<file path="src/rtl/mcy_chk_pkg.sv">
`default_nettype none
// ============================================================================
// Module   : mcy_chk_pkg
// Brief    : Shared types for the MCY data-bus transaction checker.
// Revision : 1.0 - initial release
// ============================================================================
package mcy_chk_pkg;

   typedef enum logic [1:0] {
      FC_NONE     = 2'b00,
      FC_MISMATCH = 2'b01,
      FC_OVERFLOW = 2'b10,
      FC_TIMEOUT  = 2'b11
   } fail_code_e;

   typedef struct packed {
      logic        we;
      logic [3:0]  be;
      logic [31:0] addr;
      logic [31:0] wdata;
   } txn_t;

   localparam logic [1:0] ST_IDLE = 2'd0;
   localparam logic [1:0] ST_RUN  = 2'd1;
   localparam logic [1:0] ST_FAIL = 2'd2;

   function automatic logic [31:0] sat_inc32(input logic [31:0] v);
      return (v == 32'hFFFF_FFFF) ? v : v + 32'd1;
   endfunction

endpackage
`default_nettype wire

</file>
<file path="src/rtl/mcy_txn_fifo.sv">
`default_nettype none
// ============================================================================
// Module   : mcy_txn_fifo
// Brief    : Power-of-two transaction FIFO with flush; head is always visible.
// Revision : 1.0 - initial release
// ============================================================================
module mcy_txn_fifo
   import mcy_chk_pkg::*;
#(
   parameter int unsigned DEPTH = 4
) (
   input  logic clk_i,
   input  logic rst_ni,
   input  logic i_push,
   input  logic i_pop,
   input  logic i_flush,
   input  txn_t i_data,
   output txn_t o_data,
   output logic o_empty,
   output logic o_full
);

   localparam int unsigned AW = $clog2(DEPTH);

   logic [AW:0] r_wr_ptr;
   logic [AW:0] r_rd_ptr;
   txn_t        r_mem [DEPTH];
   logic        w_wr_en;
   logic        w_rd_en;

   assign o_empty = (r_wr_ptr == r_rd_ptr);
   assign o_full  = (r_wr_ptr[AW] != r_rd_ptr[AW]) &&
                    (r_wr_ptr[AW-1:0] == r_rd_ptr[AW-1:0]);
   assign w_rd_en = i_pop & ~o_empty;
   // A push into a full FIFO is dropped unless the head leaves in the same cycle.
   assign w_wr_en = i_push & (~o_full | w_rd_en);
   assign o_data  = r_mem[r_rd_ptr[AW-1:0]];

   always_ff @(posedge clk_i) begin
      if (!rst_ni) begin
         r_wr_ptr <= '0;
         r_rd_ptr <= '0;
      end else if (i_flush) begin
         r_wr_ptr <= '0;
         r_rd_ptr <= '0;
      end else begin
         if (w_wr_en) r_wr_ptr <= r_wr_ptr + {{AW{1'b0}}, 1'b1};
         if (w_rd_en) r_rd_ptr <= r_rd_ptr + {{AW{1'b0}}, 1'b1};
      end
   end

   always_ff @(posedge clk_i) begin
      if (w_wr_en && !i_flush) r_mem[r_wr_ptr[AW-1:0]] <= i_data;
   end

endmodule
`default_nettype wire

</file>
<file path="config.mk">
export PLATFORM = sky130hd
export DESIGN_NAME = mcy_txn_fifo
export DESIGN_NICKNAME = d
export VERILOG_FILES = /design/src/rtl/mcy_chk_pkg.sv /design/src/rtl/mcy_txn_fifo.sv
export SDC_FILE = /design/constraint.sdc
export NUM_CORES = 1
export LEC_CHECK = 0
export BUFFER_PORTS_ARGS = -buffer_cell sky130_fd_sc_hd__buf_2
export CAP_MARGIN = 20
export CELL_PAD_IN_SITES_DETAIL_PLACEMENT = 0
export CELL_PAD_IN_SITES_GLOBAL_PLACEMENT = 1
export CORE_MARGIN = 4
export CORE_UTILIZATION = 50
export DETAILED_ROUTE_END_ITERATION = 10
export PLACE_DENSITY_LB_ADDON = 0.1
export SYNTH_ARGS = -nofsm -noshare
export SYNTH_HDL_FRONTEND = slang
export SYNTH_SLANG_ARGS = --single-unit
</file>
<file path="constraint.sdc">
create_clock -name clk_i -period 6.8 [get_ports clk_i]
set_input_delay 0.34 -clock clk_i [delete_from_list [all_inputs] [get_ports clk_i]]
set_output_delay 0.34 -clock clk_i [all_outputs]
set_load 0.1 [all_outputs]
</file>
==> impl.org <==
** Place
- Port bufs :: 144
- Before CTS, the worst setup slack after placement is 3845 ps.
- Inst Count DP :: 827
- Routability-driven placement finished with a final weighted congestion of 0.7668.
- The HPWL after detailed placement is 10,770 µm.

** Clock tree
- After clock tree synthesis, the clock-pin slew on the worst setup and hold paths is 60 ps.
- The number of gates resized after CTS was 0.
- The tree is rooted in a sky130_fd_sc_hd__clkbuf_16.
- Clock buffer count from CTS :: 28
- H-tree Lvls :: 1
- Clock Sink Count :: 284
- TritonCTS built the clock tree.
- Hold-fix buffer count after cts :: 0
- Post-CTS setup buffers :: 0
- The clock passes through at most 3 buffers.
- At the later pin of the worst-skew pair, clock insertion delay measures 520 ps.

** Setup path
- Required time of the worst setup path :: 6460 ps
- Category of the worst setup path capture point :: output port
- Cell with the largest stage delay on the worst path :: sky130_fd_sc_hd__dfxtp_4
- In this run the critical register-to-register path is launched from r_wr_ptr[1]$_SDFFE_PP0P_.
- Maximum fanout along the worst path :: 36
- The setup path with the least slack is of type flop to output port.
- Ordered list of cells on the worst path :: buf_4 -> mux4_2 -> buf_2
- The worst setup path is launched from a flop.
- For this run, the slowest stage of the critical path takes 850 ps.
- Data arrival time of the critical path :: 3030 ps

** STA
- The clock period could shrink to 3372 ps.
- Fin Setup TNS :: 0 ps
- After layout, the worst path uses 49.59% of the clock period.
- Setup violators final :: 0
- Static timing analysis puts the maximum clock frequency at 0.2965 GHz.
- Clock Skews :: 10.07 ps
- For the pin with the worst max-slew slack, the measured transition is 1061 ps.
- Final Hold Viols :: 0
- Slew Viols, Final :: 0
- Final worst slack :: 3428 ps
- Unrepaired setup endpoints after global routing :: false
- Worst slew slack as a fraction of its limit :: 29.26%

** Global routing
- The first global-routing pass estimated 28,480 µm of wire.
- The initial antenna violation count came to 3.
- The total overflow left after global routing is 0.
- Global routing usage on met1 :: 20.36%
- Met2 capacity usage during global routing :: 26.81%
- Most crowded layer after global routing :: met2
- Global-route total usage across every layer :: 15.55%
- Entering global routing, the biggest net connects 70 pins.
- Via count of the first global-routing pass :: 5,125
- GR Util met3 :: 3.675%

** Layout
- The number of antenna diodes in the final layout is 0.
- Total Nets Final :: 666
- Of the cells placed in the final design, the portion with a size suffix greater than 1 is 44.01%.
- The area growth from synthesis to layout is 18.50%.
- Final cell count without fillers :: 879
- Number of fill cells in the layout :: 1,512

** Floorplanning
- During I/O placement, the number of pins put on the boundary was 145.
- The region available for standard cell placement spans 0.02043 mm².
- Row count :: 52
- Initial core utilization :: 51.44%
- The die covers 0.02340 mm².
- In this run the horizontal extent of the chip is 153.0 µm.
- The die is 153.0 µm tall.

** Yosys
- Area of the mapped netlist :: 0.01051 mm²
- Seq/Total Area, Yosys :: 80.39%
- Post-synthesis average cell area :: 24.90 µm²
- For this run, the number of Yosys warnings is 0.
- Post-synthesis register bit count :: 284
- Number of standard cells after synthesis :: 422
- Synth Net Count :: 501
- Netlist cell types :: 27

** Routing
- DRC Markers :: 0
- Routed wire per std cell :: 20.73 µm
- Antenna viol nets, final :: 0
- After detailed routing, the total wire length is 18,220 µm.
- In the routed layout, each cell is associated on average with a via count of 5.421.
- The routed layout has 4,765 vias.
- Initial drt markers :: 198
- First drt pass iteration count :: 4

** Power and ir drop
- For this design the static power due to leakage is 0.004130 µW.
- IR analysis of the VDD net gives a maximum drop of 184.3 µV.
- Power spread over the standard cell area amounts to 302.3 mW/mm².

** Hold path
- In this run the most critical hold path is launched from i_data[67].
- The tightest min-delay check is of the input port to flop type.

** Status
- Outcome :: completed

** Run
- # Max-Cap Violations :: 0
==> cell families (layout without fill, tap and decap cells) <==
| kind of cell | after synthesis | count (layout) | synth area share (%) |
|---|---|---|---|
| AOI/OAI and AO/OA | 7 | 7 | 0.6906 |
| xor gates and xnor gates | 4 | 4 | 0.4763 |
| adders and majority gates | 5 | 5 | 0.5953 |
| buffers and inverters | 26 | 213 | 1.548 |
| DFF | 284 | 284 | 80.39 |
| muxes | 75 | 75 | 15.36 |
| and+or+nand+nor | 21 | 21 | 0.9405 |
==> cell usage after synthesis <==
library cell                instances  area [µm²]
sky130_fd_sc_hd__xor2_1             1       8.760
sky130_fd_sc_hd__buf_2              2       10.01
sky130_fd_sc_hd__mux4_2            69        1554
sky130_fd_sc_hd__buf_4              6       45.04
sky130_fd_sc_hd__nor2_1             2       7.510
sky130_fd_sc_hd__nor2b_1            1       6.260
sky130_fd_sc_hd__xnor2_2            2       32.53
sky130_fd_sc_hd__edfxtp_1         276        8288
sky130_fd_sc_hd__a41oi_1            1       8.760
sky130_fd_sc_hd__a31oi_2            1       12.51
sky130_fd_sc_hd__a41oi_2            1       16.27
sky130_fd_sc_hd__inv_1              9       33.78
sky130_fd_sc_hd__nand2b_1           2       12.51
sky130_fd_sc_hd__a41o_1             1       10.01
sky130_fd_sc_hd__a311o_1            1       10.01
sky130_fd_sc_hd__nand2_1           11       41.29
sky130_fd_sc_hd__nor3_1             3       15.01
sky130_fd_sc_hd__buf_12             2       40.04
sky130_fd_sc_hd__mux2i_1            6       60.06
sky130_fd_sc_hd__dfxtp_1            8       160.2
sky130_fd_sc_hd__o211ai_1           2       15.01
sky130_fd_sc_hd__nand4bb_1          1       11.26
sky130_fd_sc_hd__clkbuf_1           6       22.52
sky130_fd_sc_hd__ha_1               5       62.56
sky130_fd_sc_hd__xnor2_1            1       8.760
sky130_fd_sc_hd__nand3_1            1       5.000
sky130_fd_sc_hd__buf_6              1       11.26
==> placed cells by master (no fill, tap or decap), types with 2 or more instances in the layout <==
cell / n
sky130_fd_sc_hd__dfxtp_1: 6
sky130_fd_sc_hd__ha_1: 5
sky130_fd_sc_hd__nand2b_1: 2
sky130_fd_sc_hd__dfxtp_4: 2
sky130_fd_sc_hd__clkinv_1: 8
sky130_fd_sc_hd__inv_1: 9
sky130_fd_sc_hd__clkbuf_1: 7
sky130_fd_sc_hd__nand2_1: 11
sky130_fd_sc_hd__clkinv_2: 3
sky130_fd_sc_hd__xnor2_2: 2
sky130_fd_sc_hd__mux2i_1: 6
sky130_fd_sc_hd__buf_4: 8
sky130_fd_sc_hd__nor3_2: 3
sky130_fd_sc_hd__edfxtp_1: 276
sky130_fd_sc_hd__bufinv_16: 4
sky130_fd_sc_hd__clkbuf_16: 29
sky130_fd_sc_hd__mux4_2: 69
sky130_fd_sc_hd__buf_2: 144
sky130_fd_sc_hd__o211ai_1: 2
==> registers in the layout, summed over array words and instances, names as in the netlist, named ones only <==
signal and flops:
r_wr_ptr 3, r_rd_ptr 3, r_mem 276
==> layer usage <==
metal / vias up / wire (µm) / part of all wire (%)
met3: 32 / 984 / 5.4
met4: 6 / 316 / 1.7
met2: 110 / 9400 / 52
met5: - / 41 / 0.22
met1: 2493 / 7482 / 41
li1: 2124 / - / -
==> where the power goes <==
part	switching, µW	total (µW)	internal (µW)
clock network	588	1520	928
logic	228	290	61.2
registers	9.41	1960	1950
total	826	3760	2940
==> per-stage QoR <==
stage                     instance area, µm²  total power [µW]  hold slack (ps)  util (%)
after detailed placement               11530              2289            504.1     56.43
final                                  12450              3764            33.91     60.96
after global routing                   12450              3890            12.47     60.96
after global placement                 11530              2284            494.7     56.43
after floorplan                        10510              2221            438.9         -
after CTS                              12450              3810            8.158     60.96
==> worst max-delay path, delay by kind of cell (launching register included) <==
family / cells / cell delay (ps)
mux: 1 / 630
flops: 1 / 850
buf+inv: 2 / 1000
==> path summary, 6_finish.rpt <==
kind,end,slack (ps),cells past startpoint
max,o_data[8],3430,3
min,r_mem[1][67]$_DFFE_PP_,30,1
max reg2reg,r_mem[3][62]$_DFFE_PP_,3990,4
min reg2reg,r_wr_ptr[2]$_SDFFE_PP0P_,510,2
==> layout make-up <==
cell class / instances / area [µm²] / share of cell area (%)
sequential: 284 / 8456 / 67.90
clock inverter: 16 / 172.7 / 1.387
multi-input combinational: 112 / 1921 / 15.42
clock buffer: 36 / 752.0 / 6.038
timing repair buffer: 152 / 780.7 / 6.269
inverter: 9 / 33.78 / 0.2713
tap: 270 / 337.8 / 2.713
Power figures use the tool's default switching activity.
